===== config.mk =====
export PLATFORM = sky130hd
export DESIGN_NAME = mem_rd_ctrl_flat
export DESIGN_NICKNAME = d
export VERILOG_FILES = /design/src/rtl/mem_rd_ctrl_if.sv /design/src/rtl/mem_rd_ctrl.sv /design/src/flat_wrapper.sv
export SDC_FILE = /design/constraint.sdc
export NUM_CORES = 1
export LEC_CHECK = 0
export BUFFER_PORTS_ARGS = -buffer_cell sky130_fd_sc_hd__buf_2
export CAP_MARGIN = 20
export CORE_ASPECT_RATIO = 0.8
export CORE_MARGIN = 2
export CORE_UTILIZATION = 41
export CTS_CLUSTER_DIAMETER = 40
export DETAILED_ROUTE_END_ITERATION = 12
export GPL_ROUTABILITY_DRIVEN = 0
export PLACE_DENSITY = 0.75
export SYNTH_ARGS = -nofsm -noshare
export SYNTH_HDL_FRONTEND = slang
export SYNTH_SLANG_ARGS = --single-unit

===== constraint.sdc =====
create_clock -name clk -period 1.89 [get_ports clk]
set_input_delay 0.2835 -clock clk [delete_from_list [all_inputs] [get_ports clk]]
set_output_delay 0.2835 -clock clk [all_outputs]
set_load 0.05 [all_outputs]

===== src/rtl/mem_rd_ctrl_if.sv =====
// Data-memory read port: request/address out from the controller,
// response strobe/data back from the memory.
interface mem_rd_ctrl_if #(
  parameter int unsigned DATA_W = 32
) ();
  logic              memRdReq;
  logic [DATA_W-1:0] memRdAddr;
  logic              memRdValid;
  logic [DATA_W-1:0] memRdData;

  modport master (
    output memRdReq,
    output memRdAddr,
    input  memRdValid,
    input  memRdData
  );

  modport slave (
    input  memRdReq,
    input  memRdAddr,
    output memRdValid,
    output memRdData
  );
endinterface


===== src/rtl/mem_rd_ctrl.sv =====
// MEM-stage load controller: issues one word read per MEM_READ, stalls the
// pipeline until the response (or a timeout) and returns the load word.
module mem_rd_ctrl #(
  parameter int unsigned       TIMEOUT_CYCLES = 16,
  parameter int unsigned       DATA_W         = 32,
  parameter logic [DATA_W-1:0] ERR_DATA       = '0
) (
  input  logic                clk,
  input  logic                rst_n,
  input  logic [1:0]          memOp,
  input  logic [DATA_W-1:0]   address,
  mem_rd_ctrl_if.master       mem,
  output logic [DATA_W-1:0]   loadData,
  output logic                loadValid,
  output logic                stallPipe,
  output logic                alignErr,
  output logic                timeoutErr
);

  localparam logic [1:0]  MemRead = 2'b00;
  localparam int unsigned CntW    = $clog2(TIMEOUT_CYCLES + 1);
  localparam logic [CntW-1:0] CntLast = CntW'(TIMEOUT_CYCLES - 1);
  localparam logic [CntW-1:0] CntMax  = '1;

  typedef enum logic [1:0] {StIdle, StWait, StDone} state_e;

  state_e          state_q;
  logic [CntW-1:0] cnt_q;
  logic            is_read;
  logic            aligned;

  always_comb begin
    is_read   = (memOp == MemRead);
    aligned   = (address[1:0] == 2'b00);
    stallPipe = (state_q == StWait) || ((state_q == StIdle) && is_read && aligned);
  end

  always_ff @(posedge clk or negedge rst_n) begin
    if (!rst_n) begin
      state_q       <= StIdle;
      cnt_q         <= '0;
      mem.memRdReq  <= 1'b0;
      mem.memRdAddr <= '0;
      loadData      <= '0;
      loadValid     <= 1'b0;
      alignErr      <= 1'b0;
      timeoutErr    <= 1'b0;
    end else begin
      mem.memRdReq <= 1'b0;
      loadValid    <= 1'b0;
      alignErr     <= 1'b0;
      timeoutErr   <= 1'b0;
      case (state_q)
        StIdle: begin
          if (is_read) begin
            if (aligned) begin
              mem.memRdAddr <= {address[DATA_W-1:2], 2'b00};
              mem.memRdReq  <= 1'b1;
              cnt_q         <= '0;
              state_q       <= StWait;
            end else begin
              alignErr <= 1'b1;
            end
          end
        end
        StWait: begin
          // A response on the final WAIT cycle takes priority over the timeout.
          if (mem.memRdValid) begin
            loadData  <= mem.memRdData;
            loadValid <= 1'b1;
            state_q   <= StDone;
          end else if (cnt_q == CntLast) begin
            loadData   <= ERR_DATA;
            loadValid  <= 1'b1;
            timeoutErr <= 1'b1;
            state_q    <= StDone;
          end else if (cnt_q != CntMax) begin
            cnt_q <= cnt_q + 1'b1;
          end
        end
        StDone: begin
          // memOp still shows the finished load here; ignore it.
          state_q <= StIdle;
        end
        default: state_q <= StIdle;
      endcase
    end
  end

endmodule

===== src/flat_wrapper.sv =====
// flat-port wrapper written by rule: the top's interface ports become plain ports
module mem_rd_ctrl_flat 
#(
  parameter int unsigned       TIMEOUT_CYCLES = 16,
  parameter int unsigned       DATA_W         = 32,
  parameter logic [DATA_W-1:0] ERR_DATA       = '0
)
  (clk, rst_n, memOp, address, loadData, loadValid, stallPipe, alignErr, timeoutErr, mem_memRdReq, mem_memRdAddr, mem_memRdValid, mem_memRdData);
  mem_rd_ctrl_if #(.DATA_W(DATA_W)) mem_i ();
  input  logic clk;
  input  logic rst_n;
  input  logic [1:0] memOp;
  input  logic [DATA_W-1:0] address;
  output logic [DATA_W-1:0] loadData;
  output logic loadValid;
  output logic stallPipe;
  output logic alignErr;
  output logic timeoutErr;
  output wire logic [$bits(mem_i.memRdReq)-1:0] mem_memRdReq;
  output wire logic [$bits(mem_i.memRdAddr)-1:0] mem_memRdAddr;
  input wire logic [$bits(mem_i.memRdValid)-1:0] mem_memRdValid;
  input wire logic [$bits(mem_i.memRdData)-1:0] mem_memRdData;
  assign mem_memRdReq = mem_i.memRdReq;
  assign mem_memRdAddr = mem_i.memRdAddr;
  assign mem_i.memRdValid = mem_memRdValid;
  assign mem_i.memRdData = mem_memRdData;
  mem_rd_ctrl #(.TIMEOUT_CYCLES(TIMEOUT_CYCLES), .DATA_W(DATA_W), .ERR_DATA(ERR_DATA)) u_core (.clk(clk), .rst_n(rst_n), .memOp(memOp), .address(address), .mem(mem_i), .loadData(loadData), .loadValid(loadValid), .stallPipe(stallPipe), .alignErr(alignErr), .timeoutErr(timeoutErr));
endmodule

Word level (Yosys, flattened, before mapping)
Index checks and enable logic that the tools add are counted.
{"block": "word_totals", "out_inout_bits": 69, "reg_bits": 73, "elab_cells": 54}
{"block": "classes", "reduce_logical": 12, "n_mux": 24, "addsub": 1, "eq_ne": 9}
{"op": "32-bit 2-to-1 mux", "n": 2}
{"op": "5-bit 2-to-1 mux", "n": 5}
{"op": "1-bit 2-to-1 mux", "n": 11}
{"op": "5-bit case mux with 2 select lines", "n": 1}
{"op": "2-bit 2-to-1 mux", "n": 4}
{"op": "2-bit zero test", "n": 3}
{"op": "2-bit != test, second input constant", "n": 3}
{"op": "3-bit AND reduction", "n": 2}
{"op": "6-bit AND reduction", "n": 1}
{"op": "5-bit by 1-bit adder with 5-bit output, second input constant", "n": 1}
{"op": "5-bit by 4-bit == test with 1-bit output, second input constant", "n": 1}
{"op": "5-bit != test, second input constant", "n": 1}
{"op": "2-bit by 1-bit != test with 1-bit output, second input constant", "n": 2}
{"op": "2-bit case mux with 2 select lines", "n": 1}
{"op": "2-bit nonzero test", "n": 2}
{"op": "3-bit != test, second input constant", "n": 1}
{"op": "2-bit by 1-bit == test with 1-bit output, second input constant", "n": 1}
{"op": "1-bit logical AND", "n": 2}
{"op": "2-bit AND reduction", "n": 1}
{"op": "1-bit logical OR", "n": 1}

Depth between registers and ports, before layout
Gate-level depths: netlist (run 1).
{"block": "depth", "ltp_word": 5, "mapped_depth": 6, "mapped_depth_nobuf": 6}

Worst setup path after synthesis (run 1)
No wires, ideal clock.
{"block": "synth_timing", "path_kind": "register to register", "start": "register u_core.cnt_q[0]", "end": "register u_core.cnt_q[0]", "path_buffers": 0, "path_stages_with_launch": 7, "setup_time_ps": 125, "t_required_ps": 1765, "synth_period_minus_slack_ps": 1863, "setup_slack_ps": 27, "t_arrival_ps": 1738, "path_cell_list": "dfrtp_1 -> ha_1 -> and3_1 -> ha_1 -> nor3_1 -> a22oi_1 -> mux2_2"}
{"block": "synth_via", "elab_chain_len": 5}
{"element": "from (decl)", "line_no": "mem_rd_ctrl.sv:28", "rtl": "logic [CntW-1:0] cnt_q;"}
{"element": "from (signal assigned)", "line_no": "mem_rd_ctrl.sv:78", "rtl": "cnt_q <= cnt_q + 1'b1;"}
{"element": "5-bit by 1-bit adder with 5-bit output", "line_no": "mem_rd_ctrl.sv:78"}
{"element": "5-bit 2-to-1 mux", "line_no": "mem_rd_ctrl.sv:77", "rtl": "end else if (cnt_q != CntMax) begin"}
{"element": "5-bit 2-to-1 mux", "line_no": "mem_rd_ctrl.sv:72", "rtl": "end else if (cnt_q == CntLast) begin"}
{"element": "5-bit 2-to-1 mux", "line_no": "mem_rd_ctrl.sv:68", "rtl": "if (mem.memRdValid) begin"}
{"element": "5-bit case mux with 2 select lines", "line_no": "mem_rd_ctrl.sv:53", "rtl": "case (state_q)"}
Several ways; a longest one is shown, not always the timed one. The select of a mux whose other input is x is not followed.
A chain may end at the register's enable or synchronous reset.

Worst setup path after layout (run 1)
{"block": "layout_timing", "start": "register u_core.cnt_q[0]", "end": "register u_core.loadData[15]"}
{"block": "layout_via", "elab_chain_len": 3}
{"element": "5-bit by 4-bit == test with 1-bit output", "line_no": "mem_rd_ctrl.sv:72"}
{"element": "2-bit nonzero test (no line)"}
{"element": "2-bit AND reduction (no line)"}
{"element": "to (signal assigned)", "line_no": "mem_rd_ctrl.sv:69", "rtl": "loadData <= mem.memRdData;"}
{"element": "to (decl)", "line_no": "mem_rd_ctrl.sv:13", "rtl": "output logic [DATA_W-1:0] loadData,"}
No other way between the ends.

==> results of run 1 <==
cells by family (layout without fill, tap and decap cells):
group                    count (synthesis)  in the layout
AND/OR/NAND/NOR                         16             16
multiplexers                            31             31
other                                    1              2
XOR/XNOR                                 1              1
flip-flops                              73             73
AO/OA/AOI/OAI                           40             40
buffers and inverters                   16            169
adder cells (fa/ha/maj)                  3              3
cells in the final DEF (no fill, tap or decap), drive strengths merged:
master / instances
and2: 2
buf: 146
conb: 2
a22oi: 1
o31ai: 1
clkbuf: 14
a22o: 34
dfrtp: 73
a21oi: 1
and3: 1
nor3: 1
xnor2: 1
nor2: 1
nand2b: 1
clkinvlp: 1
nor2b: 4
dlygate4sd3: 1
inv: 4
bufinv: 3
nand2: 3
mux2: 31
nor3b: 1
ha: 3
o2bb2ai: 2
nand3: 1
o21ai: 1
nor4: 1
where the power goes:
group / leakage [nW] / internal [mW] / switching (mW)
clock network: 0.129 / 0.985 / 0.569
registers: 0.915 / 1.95 / 0.216
logic: 1.18 / 0.732 / 1.71
total: 2.23 / 3.67 / 2.50
final cells by class:
cell class | count | area (µm²) | area share, %
inverters | 4 | 15.0 | 0.369
flip-flops and latches | 73 | 1830 | 44.9
clock inverters | 4 | 97.6 | 2.40
repair buffers | 149 | 885 | 21.7
clock buffers | 12 | 165 | 4.06
well taps | 87 | 109 | 2.67
multi-input cells | 93 | 973 | 23.9
worst min-delay path by stage:
stage                            startpoint                       end  slack, ns  depth (start not counted)
final                      mem_memRdData[9]        u_core.loadData[9]       0.15                          2
after CTS                 mem_memRdData[16]       u_core.loadData[16]       0.13                          2
after global routing      mem_memRdData[18]       u_core.loadData[18]       0.13                          2
after global placement                rst_n  u_core.mem.memRdAddr[11]       0.22                          1
after floorplan                       rst_n           u_core.alignErr      -0.01                          0
after detailed placement              rst_n  u_core.mem.memRdAddr[14]       0.22                          1
timing repair:
action / CTS / global route
endpoints found under the setup margin: 33 / 21
endpoints found under the hold margin: 27 / 0
cloned: 0 / 4
pin swaps: 0 / 2
resized for setup: 2 / 4
buffers inserted: 0 / 3
hold buffers: 1 / 0
sequential cells by signal (all words and copies together) (netlist names):
register and cells:
u_core.loadValid 1, u_core.alignErr 1, u_core.state_q 2, u_core.loadData 32, u_core.mem.memRdAddr 30, u_core.cnt_q 5, u_core.mem.memRdReq 1, u_core.timeoutErr 1
critical path, delay by kind of cell, from the launching register on:
family	cells	cell delay, ns
buf+inv	3	0.45
flops	1	0.40
fa+ha+maj	2	0.40
compound gates	2	0.30
simple gates	1	0.20
per-layer routing:
layer  part of all wire (%)  vias to the layer above
met4                    1.3                        0
met2                     45                      102
met1                     46                      991
li1                       -                      951
met5                      0                        -
met3                    7.7                       10
stage by stage:
step	power (mW)	TNS, ns	setup WS (ns)	std cells	hold WS [ns]
after global placement	4.59	0	0.0296	398	0.217
final	6.17	0	0.0889	422	0.155
after detailed placement	4.62	-0.743	-0.0372	398	0.223
after CTS	6.20	0	0.0469	415	0.132
after floorplan	4.01	0	0.0274	182	-0.0121
after global routing	6.44	0	0.00277	422	0.132
==> impl_metrics.env, run 1 <==
export IMPL_synth_most_common_cell="dfrtp_1"
export IMPL_cts_tree="done"
export IMPL_synth_area_per_cell_um2=15.9
export IMPL_htreeDepth=3
export IMPL_post_dp_hpwl_mm=4.36
export IMPL_drc=0
export IMPL_outcome="finished clean"
export IMPL_synth_top_family_by_area="multiplexers"
export IMPL_r2r_slack_ns=0.09
export IMPL_yosysWarnings=0
export IMPL_wire_per_inst_um=15.7
export IMPL_max_slew_margin_pct=60.4
export IMPL_crit_type="flop to flop"
export IMPL_cts_buffer_depth=2
export IMPL_io_buffers=135
export IMPL_synth_top_cell_area_share_pct=63.6
export IMPL_path_max_fanout=8
export IMPL_grt_pass1_vias=2101
export IMPL_leakage_nw=2.23
export IMPL_fin_nets=402
export IMPL_cts_root_buffer="clkbuf_8"
export IMPL_n_fill_cell=536
export IMPL_utilization_pct=59.7
export IMPL_via_count=2054
export IMPL_fmax_ghz=0.555
export IMPL_synth_adder_area_share_pct=1.31
export IMPL_synth_area_top_cells="dfrtp_1, mux2_4, a22o_1"
export IMPL_synth_main_ff_cell="dfrtp_1"
export IMPL_maxSlewViolCount=0
export IMPL_synthTopCellsByCount="dfrtp_1, a22o_1, mux2_4"
export IMPL_rsz0062_at_grt="no"
export IMPL_core_area_um2=6820
export IMPL_met1_usage_pct=22.4
export IMPL_grt_pass1_wl_mm=10.4
export IMPL_ys_types=29
export IMPL_r2r_start="u_core.cnt_q[0]"
export IMPL_grt_ovfl_total=0
export IMPL_clock_sinks=73
export IMPL_die_x_um=97.5
export IMPL_finalSetupViolCount=0
export IMPL_cts_made_buffers=9
export IMPL_totalWireLength_mm=6.61
export IMPL_final_area_um2=4070
export IMPL_dieArea_um2=7690
export IMPL_arrival_ns=2.08
export IMPL_critPathRequiredTime_ns=2.17
export IMPL_min_path_type="input pin to flop"
export IMPL_netlist_area_um2=2870
export IMPL_viasPerCell=4.87
export IMPL_cp_start_kind="flop"
export IMPL_die_h_um=78.8
export IMPL_netlist_instances=181
export IMPL_min_period_over_period_pct=95.3
export IMPL_grt_usage_pct=17.3
export IMPL_clock_skew_ns=0.00484
export IMPL_place_area_um2=3670
export IMPL_ys_ff_latch=73
export IMPL_r2r_end="u_core.loadData[15]"
export IMPL_max_vdd_ir_drop_mv=0.662
export IMPL_synth_simple_area_share_pct=3.79
export IMPL_syn_to_final_growth_pct=41.8
export IMPL_muxShareOfSynthArea_pct=15.7
export IMPL_worst_pin_slew_ns=0.594
export IMPL_rows=27
export IMPL_cts_reportedPaths_clkPinSlew_ns=0.07
export IMPL_drtPass1Iterations=4
export IMPL_yosys_area_top_type="dfrtp_1"
export IMPL_finalHoldViolations=0
export IMPL_fin_crit_ns=1.80
export IMPL_synth_compound_area_share_pct=11.9
export IMPL_grt_max_degree=47
export IMPL_cpPeakStageDelay_ns=0.40
export IMPL_start_util_pct=42.1
export IMPL_synth_xor_area_share_pct=0.305
export IMPL_path_cells="ha_2 > and3_1 > ha_1 > buf_4 > o21ai_4 > buf_12 > clkbuf_16 > a22o_1"
export IMPL_ff2ff_path_depth=8
export IMPL_drt_iter0_markers=33
export IMPL_synthArstFlopShare_pct=100
export IMPL_critPathCaptureType="flop"
export IMPL_use_met2_pct=26.8
export IMPL_num_io_pins=138
export IMPL_drive_gt1_share_pct=60.3
export IMPL_crit_end="u_core.loadData[15]"
export IMPL_clk_latency_ns=0.34
export IMPL_synth_edf_count=0
export IMPL_grtUsageMet3_pct=6.07
export IMPL_drv_cap=0
export IMPL_cp_slowest_cell="dfrtp_1"
export IMPL_power_density_nw_per_um2=1520
export IMPL_crit_path_start="u_core.cnt_q[0]"
export IMPL_yosysSeqAreaShare_pct=63.6
export IMPL_drtAntennaViolNets=0
export IMPL_antenna_found_initial=0
export IMPL_top_usage_layer="met2"
export IMPL_n_antenna_cell=0
Power figures use the tool's default switching activity.
==> inputs of run 2 (changes only) <==
CORE_ASPECT_RATIO = not set   (was 0.8)
==> run 2 against run 1 <==
Effect of this change: first-iteration DRC count is 140% higher; count of clock-buffer cells in the layout decreased by 2; register-to-register slack better by 0.02 ns; via count is 3.1% lower; worst hold slack gained 0.0037 ns; largest power group unchanged; flip-flop and latch count unchanged; total power shrank 3.7%; global-route usage decreased by 2.1 points; routed wire length down 9.5%; final cell count grew 1.7%; worst setup slack improved by 0.016 ns; combinational power hardly changed.
==> impl_metrics.env, run 2 (synthesis results as in run 1) <==
export IMPL_outcome="finished clean"
export IMPL_crit_type="flop to flop"
export IMPL_maxSlewViolCount=0
export IMPL_critPathCaptureType="flop"
export IMPL_cts_tree="done"
export IMPL_via_count=1990
export IMPL_rsz0062_at_grt="no"
export IMPL_stdcell_count=429
export IMPL_htreeDepth=3
export IMPL_rows=30
export IMPL_drtPass1Iterations=4
export IMPL_arrival_ns=2.05
export IMPL_multi_input_area_um2=967
export IMPL_power_density_nw_per_um2=1510
export IMPL_drv_cap=0
export IMPL_cts_root_buffer="clkbuf_8"
export IMPL_regArea_um2=1830
export IMPL_fin_crit_ns=1.79
export IMPL_max_vdd_ir_drop_mv=0.730
export IMPL_antenna_found_initial=0
export IMPL_finalHoldViolations=0
export IMPL_top_regs="u_core.loadData (32), u_core.mem.memRdAddr (30), u_core.cnt_q (5)"
export IMPL_n_fill_cell=560
export IMPL_die_x_um=87.7
export IMPL_layout_common_cells="buf_2, dfrtp_1, a22o_1"
export IMPL_fin_nets=400
export IMPL_drt_iter0_markers=79
export IMPL_grt_pass1_vias=1894
export IMPL_mostFrequentLayoutCell="buf_2"
export IMPL_totalWireLength_mm=5.98
export IMPL_grt_max_degree=37
export IMPL_clock_sinks=73
export IMPL_largest_register_ffs=32
export IMPL_critPathRequiredTime_ns=2.16
export IMPL_clock_skew_ns=0.00777
export IMPL_place_area_um2=3680
export IMPL_n_antenna_cell=0
export IMPL_placed_cells=411
export IMPL_dieArea_um2=7690
export IMPL_finalSetupTns_ns=0
export IMPL_grt_pass1_wl_mm=8.95
export IMPL_cp_start_kind="flop"
export IMPL_start_util_pct=42.2
export IMPL_top_register="u_core.loadData"
export IMPL_cts_made_buffers=9
export IMPL_num_io_pins=138
export IMPL_grt_usage_pct=15.2
export IMPL_post_dp_hpwl_mm=4.38
export IMPL_clk_latency_ns=0.34
export IMPL_io_buffers=135
export IMPL_die_h_um=87.7
export IMPL_viasPerCell=4.64
export IMPL_min_period_over_period_pct=94.5
export IMPL_drive_gt1_share_pct=59.8
export IMPL_final_area_um2=3940
export IMPL_min_path_type="input pin to flop"
export IMPL_path_max_fanout=34
export IMPL_wire_per_inst_um=13.9
export IMPL_drc=0
export IMPL_cts_buffer_depth=2
export IMPL_core_area_um2=6790
export IMPL_finalSetupViolCount=0
export IMPL_drtAntennaViolNets=0
export IMPL_fmax_ghz=0.560
export IMPL_syn_to_final_growth_pct=37.4
export IMPL_grt_ovfl_total=0
export IMPL_cts_reportedPaths_clkPinSlew_ns=0.08
export IMPL_leakage_nw=2.17
## run 2: changes by cell type in the layout (fill, tap and decap cells not counted), sizes merged
cell	delta
clkinv	+4
clkinvlp	-1
clkbuf	-4
bufinv	-1
## run 2: final cells by class
class                      count  share of cell area [%]
sequential                    73                    46.3
multi-input combinational     93                    24.5
timing repair buffer         147                    19.9
clock buffer                  10                    3.49
tap                           96                    3.05
clock inverter                 6                    2.32
inverter                       4                   0.381
## run 2: stage by stage
stage	util [%]	hold slack (ns)	power [mW]	setup slack, ns
detailed placement	54.2	0.267	4.62	0.0584
finish	58.0	0.159	5.94	0.105
CTS	57.8	0.141	6.00	0.0114
global route	58.0	0.137	6.23	0.00745
floorplan	-	-0.0121	4.01	0.0274
global placement	54.2	0.255	4.59	0.134
## run 2: routing by layer
metal	global-route usage (%)	vias to the layer above	routed length (µm)
met5	0	-	0
met4	4.62	0	35
met3	5.28	4	484
met2	24.7	98	2790
met1	19.4	945	2670
li1	-	943	-
## run 2: final timing paths
path	startpoint	end	slack, ns	depth (start not counted)
worst min-delay path	mem_memRdData[11]	u_core.loadData[11]	0.16	2
max in group asynchronous	rst_n	u_core.mem.memRdAddr[3]	0.81	3
worst min register to register	u_core.loadData[6]	u_core.loadData[6]	0.50	1
worst max register to register	u_core.cnt_q[0]	u_core.loadData[22]	0.10	7
min in group asynchronous	rst_n	u_core.mem.memRdAddr[31]	0.43	2
worst max-delay path	u_core.cnt_q[0]	u_core.loadData[22]	0.10	7
## run 2: repair_timing
action | 4_1_cts | 5_1_grt
hold buffers | 1 | 0
endpoints found under the setup margin | 0 | 6
endpoints found under the hold margin | 34 | 0
buffers inserted | 0 | 1
gates resized for setup | 0 | 4
## run 2: critical path, cell delays in order, from the launching register on
cell and delay [ns]:
dfrtp_1 0.40, ha_1 0.22, and3_1 0.20, ha_1 0.21, buf_4 0.15, o21ai_2 0.15, buf_12 0.20, a22o_1 0.16
## run 2: report_power, final
part           internal [mW]  switching (mW)
logic                  0.713            1.71
clock network          0.784           0.570
registers               1.95           0.213
total                   3.45            2.49
